===== config.mk =====
export PLATFORM = sky130hd
export DESIGN_NAME = debounce_multi
export DESIGN_NICKNAME = d
export VERILOG_FILES = /design/src/rtl/debounce_pkg.sv /design/src/rtl/debounce_chan.sv /design/src/rtl/debounce_multi.sv
export SDC_FILE = /design/constraint.sdc
export NUM_CORES = 1
export LEC_CHECK = 0
export BUFFER_PORTS_ARGS = -buffer_cell sky130_fd_sc_hd__buf_4
export CORE_ASPECT_RATIO = 1.75
export CORE_UTILIZATION = 30
export DETAILED_ROUTE_END_ITERATION = 16
export GPL_TIMING_DRIVEN = 0
export PLACE_DENSITY = 0.54
export SLEW_MARGIN = 20
export SYNTH_ARGS = -nofsm -noshare
export SYNTH_HDL_FRONTEND = slang
export SYNTH_SLANG_ARGS = --single-unit

===== constraint.sdc =====
create_clock -name clk -period 4.21 [get_ports clk]
set_input_delay 0.2105 -clock clk [delete_from_list [all_inputs] [get_ports clk]]
set_output_delay 0.2105 -clock clk [all_outputs]
set_load 0.1 [all_outputs]

===== src/rtl/debounce_pkg.sv =====
`default_nettype none
// ============================================================================
// Module   : debounce_pkg
// Purpose  : Shared constants and parameter-legality helpers for the button
//            debouncer family (100 MHz board clock defaults).
// Revision : 1.0 - initial release
// ============================================================================
package debounce_pkg;

    localparam int DEFAULT_STABLE_CNT = 50_000;      // 0.5 ms at 100 MHz
    localparam int DEFAULT_HOLD_CYC   = 10_000_000;  // 100 ms at 100 MHz

    localparam int c_min_sync_stages  = 2;
    localparam int c_max_sync_stages  = 4;

    function automatic bit fits_width(input longint value, input int width);
        if (value < 0)
            return 1'b0;
        if (width >= 63)
            return 1'b1;
        return value <= ((longint'(1) <<< width) - 1);
    endfunction

    function automatic bit sync_stages_ok(input int stages);
        return (stages >= c_min_sync_stages) && (stages <= c_max_sync_stages);
    endfunction

    function automatic bit stable_cnt_ok(input longint stable_cnt, input int cnt_w);
        return (stable_cnt >= 1) && fits_width(stable_cnt, cnt_w);
    endfunction

    function automatic bit hold_cyc_ok(input longint hold_cyc, input int hold_w);
        return fits_width(hold_cyc, hold_w);
    endfunction

endpackage
`default_nettype wire


===== src/rtl/debounce_chan.sv =====
`default_nettype none
// ============================================================================
// Module   : debounce_chan
// Purpose  : One button channel: synchroniser, stable-count debounce filter,
//            press/release pulses and long-press detection.
// Revision : 1.0 - initial release
// ============================================================================
module debounce_chan
    import debounce_pkg::*;
#(
    parameter int SYNC_STAGES = 2,
    parameter int CNT_W       = 16,
    parameter int STABLE_CNT  = DEFAULT_STABLE_CNT,
    parameter int HOLD_W      = 24,
    parameter int HOLD_CYC    = DEFAULT_HOLD_CYC,
    parameter int ACTIVE_LOW  = 0
) (
    input  logic clk,
    input  logic rst_n,
    input  logic i_pb,
    output logic o_state,
    output logic o_press,
    output logic o_release,
    output logic o_hold_pulse,
    output logic o_hold_level
);

    localparam logic             c_invert      = 1'(ACTIVE_LOW != 0);
    localparam logic [CNT_W-1:0] c_stable_last = CNT_W'(STABLE_CNT - 1);

    logic [SYNC_STAGES-1:0] sync_q, sync_d;
    logic [CNT_W-1:0]       cnt_q, cnt_d;
    logic                   state_q, state_d;
    logic                   press_q, press_d;
    logic                   release_q, release_d;
    logic                   w_sync;

    assign w_sync = sync_q[SYNC_STAGES-1];

    always_comb begin
        sync_d  = {sync_q[SYNC_STAGES-2:0], i_pb ^ c_invert};
        cnt_d   = cnt_q;
        state_d = state_q;
        // Any sample that agrees with the current state restarts the count.
        if (w_sync == state_q) begin
            cnt_d = '0;
        end else if (cnt_q == c_stable_last) begin
            state_d = w_sync;
            cnt_d   = '0;
        end else begin
            cnt_d = cnt_q + CNT_W'(1);
        end
        press_d   = state_d & ~state_q;
        release_d = ~state_d & state_q;
    end

    always_ff @(posedge clk or negedge rst_n) begin
        if (!rst_n) begin
            sync_q    <= '0;
            cnt_q     <= '0;
            state_q   <= 1'b0;
            press_q   <= 1'b0;
            release_q <= 1'b0;
        end else begin
            sync_q    <= sync_d;
            cnt_q     <= cnt_d;
            state_q   <= state_d;
            press_q   <= press_d;
            release_q <= release_d;
        end
    end

    assign o_state   = state_q;
    assign o_press   = press_q;
    assign o_release = release_q;

    if (HOLD_CYC == 0) begin : g_no_hold
        assign o_hold_pulse = 1'b0;
        assign o_hold_level = 1'b0;
    end else begin : g_hold
        localparam logic [HOLD_W-1:0] c_hold_max  = HOLD_W'(HOLD_CYC);
        localparam logic [HOLD_W-1:0] c_hold_last = HOLD_W'(HOLD_CYC - 1);

        logic [HOLD_W-1:0] hold_cnt_q, hold_cnt_d;
        logic              hold_pulse_q, hold_pulse_d;
        logic              hold_level_q, hold_level_d;

        // Counting starts the cycle after the press edge so the pulse lands
        // exactly HOLD_CYC cycles after press_pulse; a release on the boundary
        // clears the count first and so suppresses the pulse.
        always_comb begin
            hold_cnt_d = hold_cnt_q;
            if (!state_d)
                hold_cnt_d = '0;
            else if (state_q && (hold_cnt_q != c_hold_max))
                hold_cnt_d = hold_cnt_q + HOLD_W'(1);
            hold_pulse_d = (hold_cnt_q == c_hold_last) && (hold_cnt_d == c_hold_max);
            hold_level_d = state_d & (hold_level_q | hold_pulse_d);
        end

        always_ff @(posedge clk or negedge rst_n) begin
            if (!rst_n) begin
                hold_cnt_q   <= '0;
                hold_pulse_q <= 1'b0;
                hold_level_q <= 1'b0;
            end else begin
                hold_cnt_q   <= hold_cnt_d;
                hold_pulse_q <= hold_pulse_d;
                hold_level_q <= hold_level_d;
            end
        end

        assign o_hold_pulse = hold_pulse_q;
        assign o_hold_level = hold_level_q;
    end

endmodule
`default_nettype wire


===== src/rtl/debounce_multi.sv =====
`default_nettype none
// ============================================================================
// Module   : debounce_multi
// Purpose  : N-channel push-button conditioner; one debounce_chan per pin.
// Revision : 1.0 - initial release
// ============================================================================
module debounce_multi
    import debounce_pkg::*;
#(
    parameter int N_CH        = 4,
    parameter int SYNC_STAGES = 2,
    parameter int CNT_W       = 16,
    parameter int STABLE_CNT  = DEFAULT_STABLE_CNT,
    parameter int HOLD_W      = 24,
    parameter int HOLD_CYC    = DEFAULT_HOLD_CYC,
    parameter int ACTIVE_LOW  = 0
) (
    input  logic            clk,
    input  logic            rst_n,
    input  logic [N_CH-1:0] PB,
    output logic [N_CH-1:0] PB_state,
    output logic [N_CH-1:0] press_pulse,
    output logic [N_CH-1:0] release_pulse,
    output logic [N_CH-1:0] hold_pulse,
    output logic [N_CH-1:0] hold_level
);

    if (!sync_stages_ok(SYNC_STAGES)) begin : g_bad_sync_stages
        $error("debounce_multi: SYNC_STAGES=%0d outside 2..4", SYNC_STAGES);
    end
    if (!stable_cnt_ok(longint'(STABLE_CNT), CNT_W)) begin : g_bad_stable_cnt
        $error("debounce_multi: STABLE_CNT=%0d illegal for CNT_W=%0d", STABLE_CNT, CNT_W);
    end
    if (!hold_cyc_ok(longint'(HOLD_CYC), HOLD_W)) begin : g_bad_hold_cyc
        $error("debounce_multi: HOLD_CYC=%0d illegal for HOLD_W=%0d", HOLD_CYC, HOLD_W);
    end

    for (genvar i = 0; i < N_CH; i++) begin : g_chan
        debounce_chan #(
            .SYNC_STAGES (SYNC_STAGES),
            .CNT_W       (CNT_W),
            .STABLE_CNT  (STABLE_CNT),
            .HOLD_W      (HOLD_W),
            .HOLD_CYC    (HOLD_CYC),
            .ACTIVE_LOW  (ACTIVE_LOW)
        ) u_chan (
            .clk          (clk),
            .rst_n        (rst_n),
            .i_pb         (PB[i]),
            .o_state      (PB_state[i]),
            .o_press      (press_pulse[i]),
            .o_release    (release_pulse[i]),
            .o_hold_pulse (hold_pulse[i]),
            .o_hold_level (hold_level[i])
        );
    end

endmodule
`default_nettype wire


Word level (Yosys, flattened, before mapping)

Index checks and enable logic that the tools add are counted.

Register bits after elaboration: 188
Output and inout bits: 20
Word-level logic and storage cells: 116

Add/subtract/negate cells: 8
Eq/ne operators: 20
Muxes and demuxes: 24
Bitwise logic cells: 24
Reduce and logical (&&, ||, !) cells: 8

Operators by type and width:

| kind                    | number |
|---|---|
| $eq A24 B24 Y1 const B  | 8 |
| $mux W24                | 8 |
| $mux W16                | 8 |
| $add A24 B1 Y24 const B | 4 |
| $ne A24 B24 Y1 const B  | 4 |
| $add A16 B1 Y16 const B | 4 |
| $eq A16 B16 Y1 const B  | 4 |
| $and A1 B1 Y1           | 12 |
| $logic_and A1 B1 Y1     | 8 |
| $mux W1                 | 8 |
| $not A1 Y1              | 8 |
| $eq A1 B1 Y1            | 4 |
| $or A1 B1 Y1            | 4 |

Logic depth before layout (Yosys ltp)

Gate-level depths: netlist of the first run.

Word-level depth: 8
Gate-level depth with buffers: 8

Modules after synthesis

A second synthesis of the first run with hierarchy kept.

Cell total of the unflattened synthesis: 952
Area, all modules: 9,283.9 µm²

By module, submodules not included:

| module        | instances | cells each | area an instance (µm²) | seq. area each (µm²) |
|---|---|---|---|---|
| debounce_chan | 4         | 238        | 2,321.0                | 1,176.1 |

Worst setup path before layout of the first run

Ideal clock, no wire load.

Path type: reg2reg
From: register g_chan[0].u_chan.g_hold.hold_cnt_q[8]
To: register g_chan[0].u_chan.g_hold.hold_cnt_q[1]
Arrival: 1,959 ps
Setup slack: 2,132 ps
Stages on the path, launching flop included: 6
Buffers on the path: 0
Period minus slack after synthesis: 2,078 ps
Path through: dfrtp_1 -> or4b_2 -> nor4_2 -> a31o_2 -> mux2_2 -> and2_1

Cells in the longest elaborated chain, start to end: 4

Ends and longest elaborated chain:

| what                                            | line                 | source |
|---|---|---|
| from (decl)                                     | debounce_chan.sv:84  | `logic [HOLD_W-1:0] hold_cnt_q, hold_cnt_d;` |
| from (signal assigned)                          | debounce_chan.sv:107 | `hold_cnt_q <= hold_cnt_d;` |
| $ne A24 B24 Y1                                  | debounce_chan.sv:95  | `else if (state_q && (hold_cnt_q != c_hold_max))` |
| $logic_and A1 B1 Y1                             | debounce_chan.sv:95  |  |
| $mux W24                                        | debounce_chan.sv:95  |  |
| $mux W24                                        | debounce_chan.sv:93  | `if (!state_d)` |
| named net g_chan[0].u_chan.g_hold.hold_cnt_d[1] | debounce_chan.sv:84  |  |

The timed path passes the listed nets, and every way through them passes these cells.

Worst setup path in the final report of the first run

From: register g_chan[1].u_chan.cnt_q[0]
To: register g_chan[1].u_chan.g_hold.hold_cnt_q[20]

Cells in the longest elaborated chain, start to end: 4

Ends and longest elaborated chain:

| what                                             | line                 | source |
|---|---|---|
| from (decl)                                      | debounce_chan.sv:32  | `logic [CNT_W-1:0] cnt_q, cnt_d;` |
| from (signal assigned)                           | debounce_chan.sv:66  | `cnt_q <= cnt_d;` |
| $eq A16 B16 Y1                                   | debounce_chan.sv:47  | `end else if (cnt_q == c_stable_last) begin` |
| $mux W1                                          | debounce_chan.sv:47  |  |
| $mux W1                                          | debounce_chan.sv:45  | `if (w_sync == state_q) begin` |
| $mux W24                                         | debounce_chan.sv:93  |  |
| named net g_chan[1].u_chan.g_hold.hold_cnt_d[20] | debounce_chan.sv:84  |  |
| to (signal assigned)                             | debounce_chan.sv:107 |  |
| to (decl)                                        | debounce_chan.sv:84  |  |

The timed path passes the listed nets, and every way through them passes these cells.

==> results.txt, run 1 <==
The number of diodes added for antenna fixing came out at 0. The number of standard cells after synthesis came out at a little over 900. Leaving out fill and tap cells, the most frequent cell in the layout is sky130_fd_sc_hd__dfrtp_1. Traced cell by cell, the critical path runs through ha_1 > and3_1 > clkbuf_1 > nand4_1 > mux2i_1 > buf_2 > nor2_1. TritonCTS created 17 clock buffers. The number of antenna violations at the first check in global routing is 0. The tool flagged a number of max-cap violations equal to 0. The number of DRC violations after detailed routing came out at 0.

The initial utilization of the core area, before any placement, comes to 0.307. Summed over all layers, the routed wires come to about 18000 microns. The critical path buffer and inverter count is 2. The first TritonRoute pass finished after 4 iterations. The total core area came out at 0.0303 sq mm.

The total number of nets in the final design came out at 998. Setup violations remaining at the end of the flow were counted as 0. The post-synthesis register bit count is between 150 and 200. The first global-routing pass estimated between 30000 and 40000 microns of wire. The routed layout has 6497 vias. The fraction of the yosys area taken by sequential cells is 0.506. The ratio of cells with drive above 1 in the final layout came out at 0.107.

The worst register-to-register path begins at g_chan[1].u_chan.cnt_q[0]. The highest net fanout along the worst path came out at 10. The layout overhead on the synthesized area is 15.3%.

The clock sink count came out at approximately 190. The max-slew violation count is 0. The die covers approximately 0.032 sq mm.

The prevailing post-synth register cell is sky130_fd_sc_hd__dfrtp_1. For the final database, setup skew stands at ~0.0088 ns. The synthesis warning total is 0. The count of routing violations after the opening detailed-route iteration is between 150 and 200. The setup check on the worst reg-to-reg path leaves a slack of between 1.5 and 2 ns.

The run finished with clean final reports. The design draws between 3 and 4 mW. The total power density per cell area is between 300 and 400 mW/mm^2. The ratio of routed vias to standard cells is between 4 and 5. The final total negative setup slack came out at 0 ns.

The horizontal extent of the die is between 100 and 150 microns. In this run the vertical extent of the chip is 235 microns. The share of flip-flops with an asynchronous set or reset is 1.00. The cell family with the largest share of critical-path delay is multiplexers. The share of the core filled with cells came out at 0.354.

The data arrival time of the worst path came out at 2.84 ns. The clock period could shrink to roughly 2.5 ns. STA classifies the critical path endpoint as a flop. Summing all flip-flop and latch instances after layout gives 0.00470 sq mm.

Setup repair after global routing left no endpoint under its margin. The count of flip-flops with a built-in enable after synthesis came out at 0. The via count of the first global-routing pass came out at approximately 6.8k. The later-pin clock latency in the skew report came out at between 0.4 and 0.5 ns.

Static timing analysis puts the maximum clock frequency at between 300 and 400 MHz. The clock tree from TritonCTS is yes. The top cell types in the final layout, fill and taps aside, are sky130_fd_sc_hd__dfrtp_1 (188), sky130_fd_sc_hd__nor2_1 (165), sky130_fd_sc_hd__xnor2_1 (77). The H-tree depth is 4. The number of hold violations in the final report came out at 0.

The HPWL reported at the end of detailed placement is about 13000 microns. Counting along the longest clock path gives a buffer depth of 2. The slew at the pin with the worst max-slew slack is ~0.84 ns.

Dividing the final minimum period by the clock period gives 0.597. Each instance of the synthesized netlist takes up on average ~10 sq um. The required time of the critical path is 4.53 ns. In this run the static leakage power is approximately 4.4 nW.

The number of nets in the synthesized netlist is 947. After filler insertion, the fill cell instance count of the layout stands at ~3.1k. The type of the tightest min-delay check is in -> async.

The worst setup path is launched from a flop. The placer congestion estimate is about 0.74. By startpoint and endpoint, the worst setup path is classified as reg -> reg.

The clock-pin transition on the worst setup and hold timing paths came out at 0.07 ns. The number of buffers added on ports is 25. After synthesis the cells add up to 0.00929 sq mm. The slowest library cell on the worst path is sky130_fd_sc_hd__mux2i_1. The number of cells on the worst reg-to-reg path is 7. The total global routing overflow came out at 0.

In this run the critical register-to-register path is captured at g_chan[1].u_chan.g_hold.hold_cnt_q[20]. The root buffer cell is sky130_fd_sc_hd__clkbuf_16. The cell total after placement is around 1.3k.

The total routing resource utilization after global routing is 0.126. The mean routed wirelength per cell is around 13 microns. The count of cell types in the netlist is between 40 and 50. The count of nets left with antenna violations once routing finished came out at 0.

Summing all multi-input logic gate instances after layout gives 0.00419 sq mm. The number of standard-cell rows in the floorplan came out at 84. The worst-case vdd ir drop is 0.342 mV. Entering global routing, the biggest net connects between 60 and 70 pins. The delay of the slowest cell on the worst path is 0.71 ns. The number of primary I/O pins is 26.

The non-filler instance count after layout is between 1k and 1.5k. Measured against its own limit, the worst slew margin works out to 0.423.
## routing by layer
layer,up-vias,part of all wire,global-route usage
li1,3262,-,-
met1,3172,0.43,0.140
met2,47,0.54,0.229
met3,16,0.017,0.0222
met4,0,0.019,0.0548
met5,-,0,0
## cell usage after synthesis (2+ instances only)
cell type                  count  area share
sky130_fd_sc_hd__a21oi_1      12      0.0065
sky130_fd_sc_hd__a31o_2        2      0.0019
sky130_fd_sc_hd__a31oi_1       3      0.0020
sky130_fd_sc_hd__and2_1        5      0.0034
sky130_fd_sc_hd__and3_1       31       0.021
sky130_fd_sc_hd__and4_1       11       0.010
sky130_fd_sc_hd__buf_2         8      0.0043
sky130_fd_sc_hd__buf_4        22       0.018
sky130_fd_sc_hd__clkbuf_1     17      0.0069
sky130_fd_sc_hd__dfrtp_1     188        0.51
sky130_fd_sc_hd__ha_1         12       0.016
sky130_fd_sc_hd__inv_1        30       0.012
sky130_fd_sc_hd__mux2i_1       9      0.0097
sky130_fd_sc_hd__nand2_1      52       0.021
sky130_fd_sc_hd__nand3_1      47       0.025
sky130_fd_sc_hd__nand4_1      34       0.023
sky130_fd_sc_hd__nand4b_1      3      0.0028
sky130_fd_sc_hd__nor2_1      165       0.067
sky130_fd_sc_hd__nor2b_1       4      0.0027
sky130_fd_sc_hd__nor3_1       27       0.015
sky130_fd_sc_hd__nor3b_1      12      0.0097
sky130_fd_sc_hd__nor4_1       13      0.0088
sky130_fd_sc_hd__nor4_2        2      0.0027
sky130_fd_sc_hd__nor4b_1      14       0.013
sky130_fd_sc_hd__nor4b_2       2      0.0032
sky130_fd_sc_hd__nor4bb_1      9      0.0097
sky130_fd_sc_hd__o21a_1        2      0.0016
sky130_fd_sc_hd__o21ai_0      12      0.0065
sky130_fd_sc_hd__or3_1        10      0.0067
sky130_fd_sc_hd__or3b_2        2      0.0019
sky130_fd_sc_hd__or4_1         5      0.0040
sky130_fd_sc_hd__or4b_1        7      0.0075
sky130_fd_sc_hd__or4b_2        2      0.0022
sky130_fd_sc_hd__xnor2_1      77       0.073
sky130_fd_sc_hd__xor2_1       65       0.061
## how the worst max path moves through the flow
stage                     cells past startpoint                                   from                                endpoint  slack, ns
final                                         7              g_chan[1].u_chan.cnt_q[0]  g_chan[1].u_chan.g_hold.hold_cnt_q[20]       1.69
after global routing                          7              g_chan[1].u_chan.cnt_q[0]   g_chan[1].u_chan.g_hold.hold_cnt_q[0]       1.38
after CTS                                     6              g_chan[3].u_chan.cnt_q[0]   g_chan[3].u_chan.g_hold.hold_cnt_q[5]       1.61
after detailed placement                      6              g_chan[3].u_chan.cnt_q[0]   g_chan[3].u_chan.g_hold.hold_cnt_q[5]       1.62
after global placement                        1                                  rst_n   g_chan[1].u_chan.g_hold.hold_cnt_q[1]       1.55
after floorplan                               5  g_chan[0].u_chan.g_hold.hold_cnt_q[8]   g_chan[0].u_chan.g_hold.hold_cnt_q[1]       2.13
## final cells by class
| type | instances | area share |
|---|---|---|
| multi-input cells | 662 | 0.391 |
| well taps | 387 | 0.0452 |
| clock buffers | 20 | 0.0426 |
| plain buffers | 49 | 0.0270 |
| repair buffers | 32 | 0.0280 |
| flip-flops and latches | 188 | 0.439 |
| clock inverters | 12 | 0.0169 |
| inverters | 30 | 0.0105 |
## sequential cells by signal, indices dropped and copies added, names as in the netlist
signal	cells
g_chan.u_chan.cnt_q	64
g_chan.u_chan.o_release	4
g_chan.u_chan.sync_q	8
g_chan.u_chan.o_hold_level	4
g_chan.u_chan.g_hold.hold_cnt_q	96
g_chan.u_chan.o_state	4
g_chan.u_chan.o_press	4
g_chan.u_chan.o_hold_pulse	4
## per-stage QoR
step | instance area (sq um) | setup slack (ns) | hold WS [ns]
2_1_floorplan | 9290 | 2.13 | -0.0851
3_3_place_gp | 9970 | 1.55 | 0.320
3_5_place_dp | 10000 | 1.62 | 0.200
4_1_cts | 10700 | 1.61 | 0.310
5_1_grt | 10700 | 1.38 | 0.341
6_report | 10700 | 1.69 | 0.305
## power by group
part | switching (mW) | total [mW] | internal (mW)
Combinational | 0.0533 | 0.0760 | 0.0227
Clock | 0.704 | 1.74 | 1.03
Sequential | 0.00928 | 1.83 | 1.82
Total | 0.767 | 3.64 | 2.87
## repair_timing
| item | 4_1_cts | 5_1_grt |
|---|---|---|
| hold endpoints to repair | 68 | 0 |
| setup buffers | 0 | 0 |
| gates resized for setup | 0 | 0 |
| hold buffers | 5 | 0 |
## kinds of logic after synthesis
group / synth area share
AO/OA/AOI/OAI: 0.0230
multiplexers: 0.0109
XOR/XNOR: 0.134
adder cells (fa/ha/maj): 0.0162
buffers and inverters: 0.0432
flip-flops: 0.506
AND/OR/NAND/NOR: 0.267
Note: power is estimated with default switching activity, not from simulation.
==> run 2, diff against run 1 <==
Settings changed: PLACE_DENSITY 0.54 to 0.56.
Clock period 4.21 ns to 2.2 ns, I/O delays scaled along.
==> results.txt, run 2 (synthesis results as in run 1) <==
The share of the core filled with cells is 0.363 (+0.00876). Traced cell by cell, the critical path runs through or4b_4 > nor4_4 > buf_4 > or4b_4 > o21ai_2. The overall power of the completed layout came out at 6.58 mW (+81%). Tracing the worst setup path back leads to its startpoint at g_chan[0].u_chan.g_hold.hold_cnt_q[22]. The number of iterations in the first detailed-routing pass came out at 4 (unchanged). The flow ran to the end, and the final reports show no timing, DRC or antenna violations. The via count of the first global-routing pass is 7047 (+3.8%). The worst slew slack as a fraction of its limit is 0.655 (+0.232).

The number of buffers added on ports is 25 (unchanged). The global-route wire length before repair is 33100 microns (+2.8%). The total global routing overflow is 0 (unchanged). The number of routed nets with antenna violations is 0 (unchanged). The overall via count from detail_route is 6666 (+2.6%). On the critical path the largest part of the delay comes from simple AND/OR/NAND/NOR gates.

The ratio of routed vias to standard cells is 4.75 (+0.99%). The worst setup path is of the reg -> reg kind. The total power density per cell area came out at 599 mW/mm^2 (+76%).

The minimum clock period after layout came out at 2.12 ns (-0.392 ns). The reported max-cap violation count is 0 (unchanged). The required time of the critical path was 2.57 ns (-1.96 ns). In this run the worst hold path is classified as in -> async.

The data arrival time of the worst path came out at 2.49 ns (-0.35 ns). The worst-case vdd ir drop is 0.507 mV (+48%). The number of hold violations in the final report is 0 (unchanged). The mean routed wirelength per cell came out at 13.3 microns (about the same).

The clock-pin transition on the worst setup and hold timing paths was 0.07 ns (about the same). In the final layout, the registers with the most flip-flops are g_chan.u_chan.g_hold.hold_cnt_q: 96 flops, g_chan.u_chan.cnt_q: 64 flops, g_chan.u_chan.sync_q: 8 flops. The later-pin clock latency in the skew report came out at 0.44 ns (about the same). The HPWL reported at the end of detailed placement came out at 12600 microns (-0.84%). The total CTS buffers is 17 (unchanged). The fraction of power spent switching nets is 0.223 (+0.0126). The overall die area is 0.0317 sq mm (unchanged). The logic gate share of total power came out at 0.022 (about the same). The final worst-path cycle share is 0.965 (+0.368). The worst setup margin came out at 0.0764 ns (-1.62 ns). STA classifies the critical path startpoint as a flop. The max-slew violation count came out at 0 (unchanged). The worst-case clock buffer depth came out at 2 (unchanged).

The flip-flop count of the largest register after layout is 96 (unchanged). TritonCTS built the clock tree. STA classifies the critical path endpoint as a flop.

The leakage power came to 4.52 nW (+2.9%). Relative to the synthesized area, the layout overhead comes to 18.2%. The total of endpoints with negative setup slack in the final report is 0 (unchanged). The clock sink count was 188 (unchanged). The top cell types in the final layout, fill and taps aside, are sky130_fd_sc_hd__dfrtp_1 (187), sky130_fd_sc_hd__nor2_1 (165), sky130_fd_sc_hd__xnor2_1 (77). On the critical path, the stage with the largest delay is an instance of sky130_fd_sc_hd__or4b_4. The final total negative setup slack came out at 0 ns (unchanged). The total core area is 0.0303 sq mm (unchanged). The initial standard-cell utilization of the core came out at 0.307 (unchanged). The highest net fanout along the worst path is 3 (-7).

The portion of total power attributed to sequential cells came out at 0.532 (+0.030). The highest clock frequency the design can meet came to 471 MHz (+18%). The placer congestion estimate is 0.760 (+2.1%).

The total number of nets in the final design came out at 1020 (+2.2%). The root buffer cell is sky130_fd_sc_hd__clkbuf_16. The final worst clock skew is 0.0102 ns (+0.00143 ns).

The worst setup timing slack at the placement stage is -0.393 ns (-2.02 ns). The horizontal extent of the die came to 135 microns (unchanged). The slew at the pin with the worst max-slew slack came out at 0.512 ns (-0.329 ns).

The critical path buffer and inverter count came to 1 (-1). The switching power came out at 1.47 mW (+92%). The number of DRC violations after detailed routing came out at 0 (unchanged).

The part of the power in the clock network is 0.446 (-0.031). The internal power of the cells came out at 5.11 mW (+78%). The number of primary I/O pins was 26 (unchanged). The total routing resource utilization after global routing came out at 0.129 (+0.00300).

The worst-case register-to-register setup slack came out at 0.08 ns (-1.62 ns). The count of routing violations after the opening detailed-route iteration came out at 255 (+33%). The pin count of the biggest net entering global routing is 82 (+24%). The ratio of cells with drive above 1 in the final layout is 0.155 (+0.0479).

The overall die height came out at 235 microns (unchanged). Among the stages of the critical path, the cell type that occurs most often is sky130_fd_sc_hd__or4b_4. The delay of the slowest cell on the worst path came out at 0.57 ns (-0.14 ns). The H-tree depth is 4 (unchanged). The startpoint identified for the worst register-to-register timing path is g_chan[0].u_chan.g_hold.hold_cnt_q[22]. The most frequent standard cell in the layout excluding fill and tap cells is sky130_fd_sc_hd__dfrtp_1. The number of antenna violations at the first check in global routing came to 0 (unchanged). The number of standard-cell rows in the floorplan is 84 (unchanged). More flip-flops sit in one register than any other, and that register is g_chan.u_chan.g_hold.hold_cnt_q. The routed wire length came to 18600 microns (+1.6%).

The number of diodes added for antenna fixing came to 0 (unchanged).
-- run 2: cell count changes in the layout (fill, tap and decap cells not counted), sizes merged --
| cell | before | now |
|---|---|---|
| clkinv | 4 | 6 |
| clkinvlp | 1 | 3 |
| bufinv | 4 | 1 |
| clkbuf | 37 | 35 |
| buf | 58 | 84 |
| inv | 33 | 30 |
-- run 2: metal layers --
layer | global-route usage | part of all wire | up-vias | wire, microns
met1 | 0.142 | 0.42 | 3302 | 7830
met5 | 0 | 0 | - | 0
met3 | 0.0246 | 0.018 | 21 | 341
met2 | 0.237 | 0.54 | 52 | 10100
met4 | 0.0521 | 0.018 | 0 | 335
li1 | - | - | 3291 | -
-- run 2: final timing paths --
path | cells past startpoint | end
worst min-delay path | 2 | g_chan[0].u_chan.cnt_q[4]
max in group asynchronous | 3 | g_chan[1].u_chan.g_hold.hold_cnt_q[1]
worst max register to register | 5 | g_chan[0].u_chan.o_hold_level
min in group clk | 2 | g_chan[2].u_chan.sync_q[0]
worst min register to register | 0 | g_chan[0].u_chan.sync_q[1]
worst max-delay path | 5 | g_chan[0].u_chan.o_hold_level
-- run 2: metrics by stage --
step	area, sq um	cells	hold slack (ns)
CTS	10800	1387	0.176
floorplan	9290	929	-0.186
global placement	9970	1341	0.220
detailed placement	10000	1343	0.0726
finish	11000	1402	0.188
global route	11000	1402	0.214
-- run 2: cell type report --
class / count / area, sq um
Timing Repair Buffer: 58 / 495
Sequential cell: 188 / 4710
Buffer: 45 / 290
Tap cell: 387 / 484
Clock buffer: 22 / 454
Multi-Input combinational cell: 662 / 4350
Inverter: 30 / 113
Fill cell: 3067 / 19300
Clock inverter: 10 / 93.8
-- run 2: what timing repair did --
action,CTS,global route
resized for setup,21,21
hold buffers,5,0
pin swaps,2,13
buffers inserted,8,18
setup endpoints to repair,94,84
hold endpoints to repair,71,0
-- run 2: power groups by stage --
stage	sequential [mW]	clock [mW]	combinational, mW
2_1_floorplan	3.56	0	0.0407
3_3_place_gp	3.56	0	0.131
3_5_place_dp	3.56	0	0.148
4_1_cts	3.50	3.05	0.157
5_1_grt	3.50	3.17	0.173
6_report	3.50	2.93	0.147
-- run 2: worst reg2reg max path, delay by kind of cell, from the launching register on --
kind            cells  cell delay, ns
flops               1            0.40
buf+inv             1            0.16
compound gates      1            0.14
simple gates        3            1.36
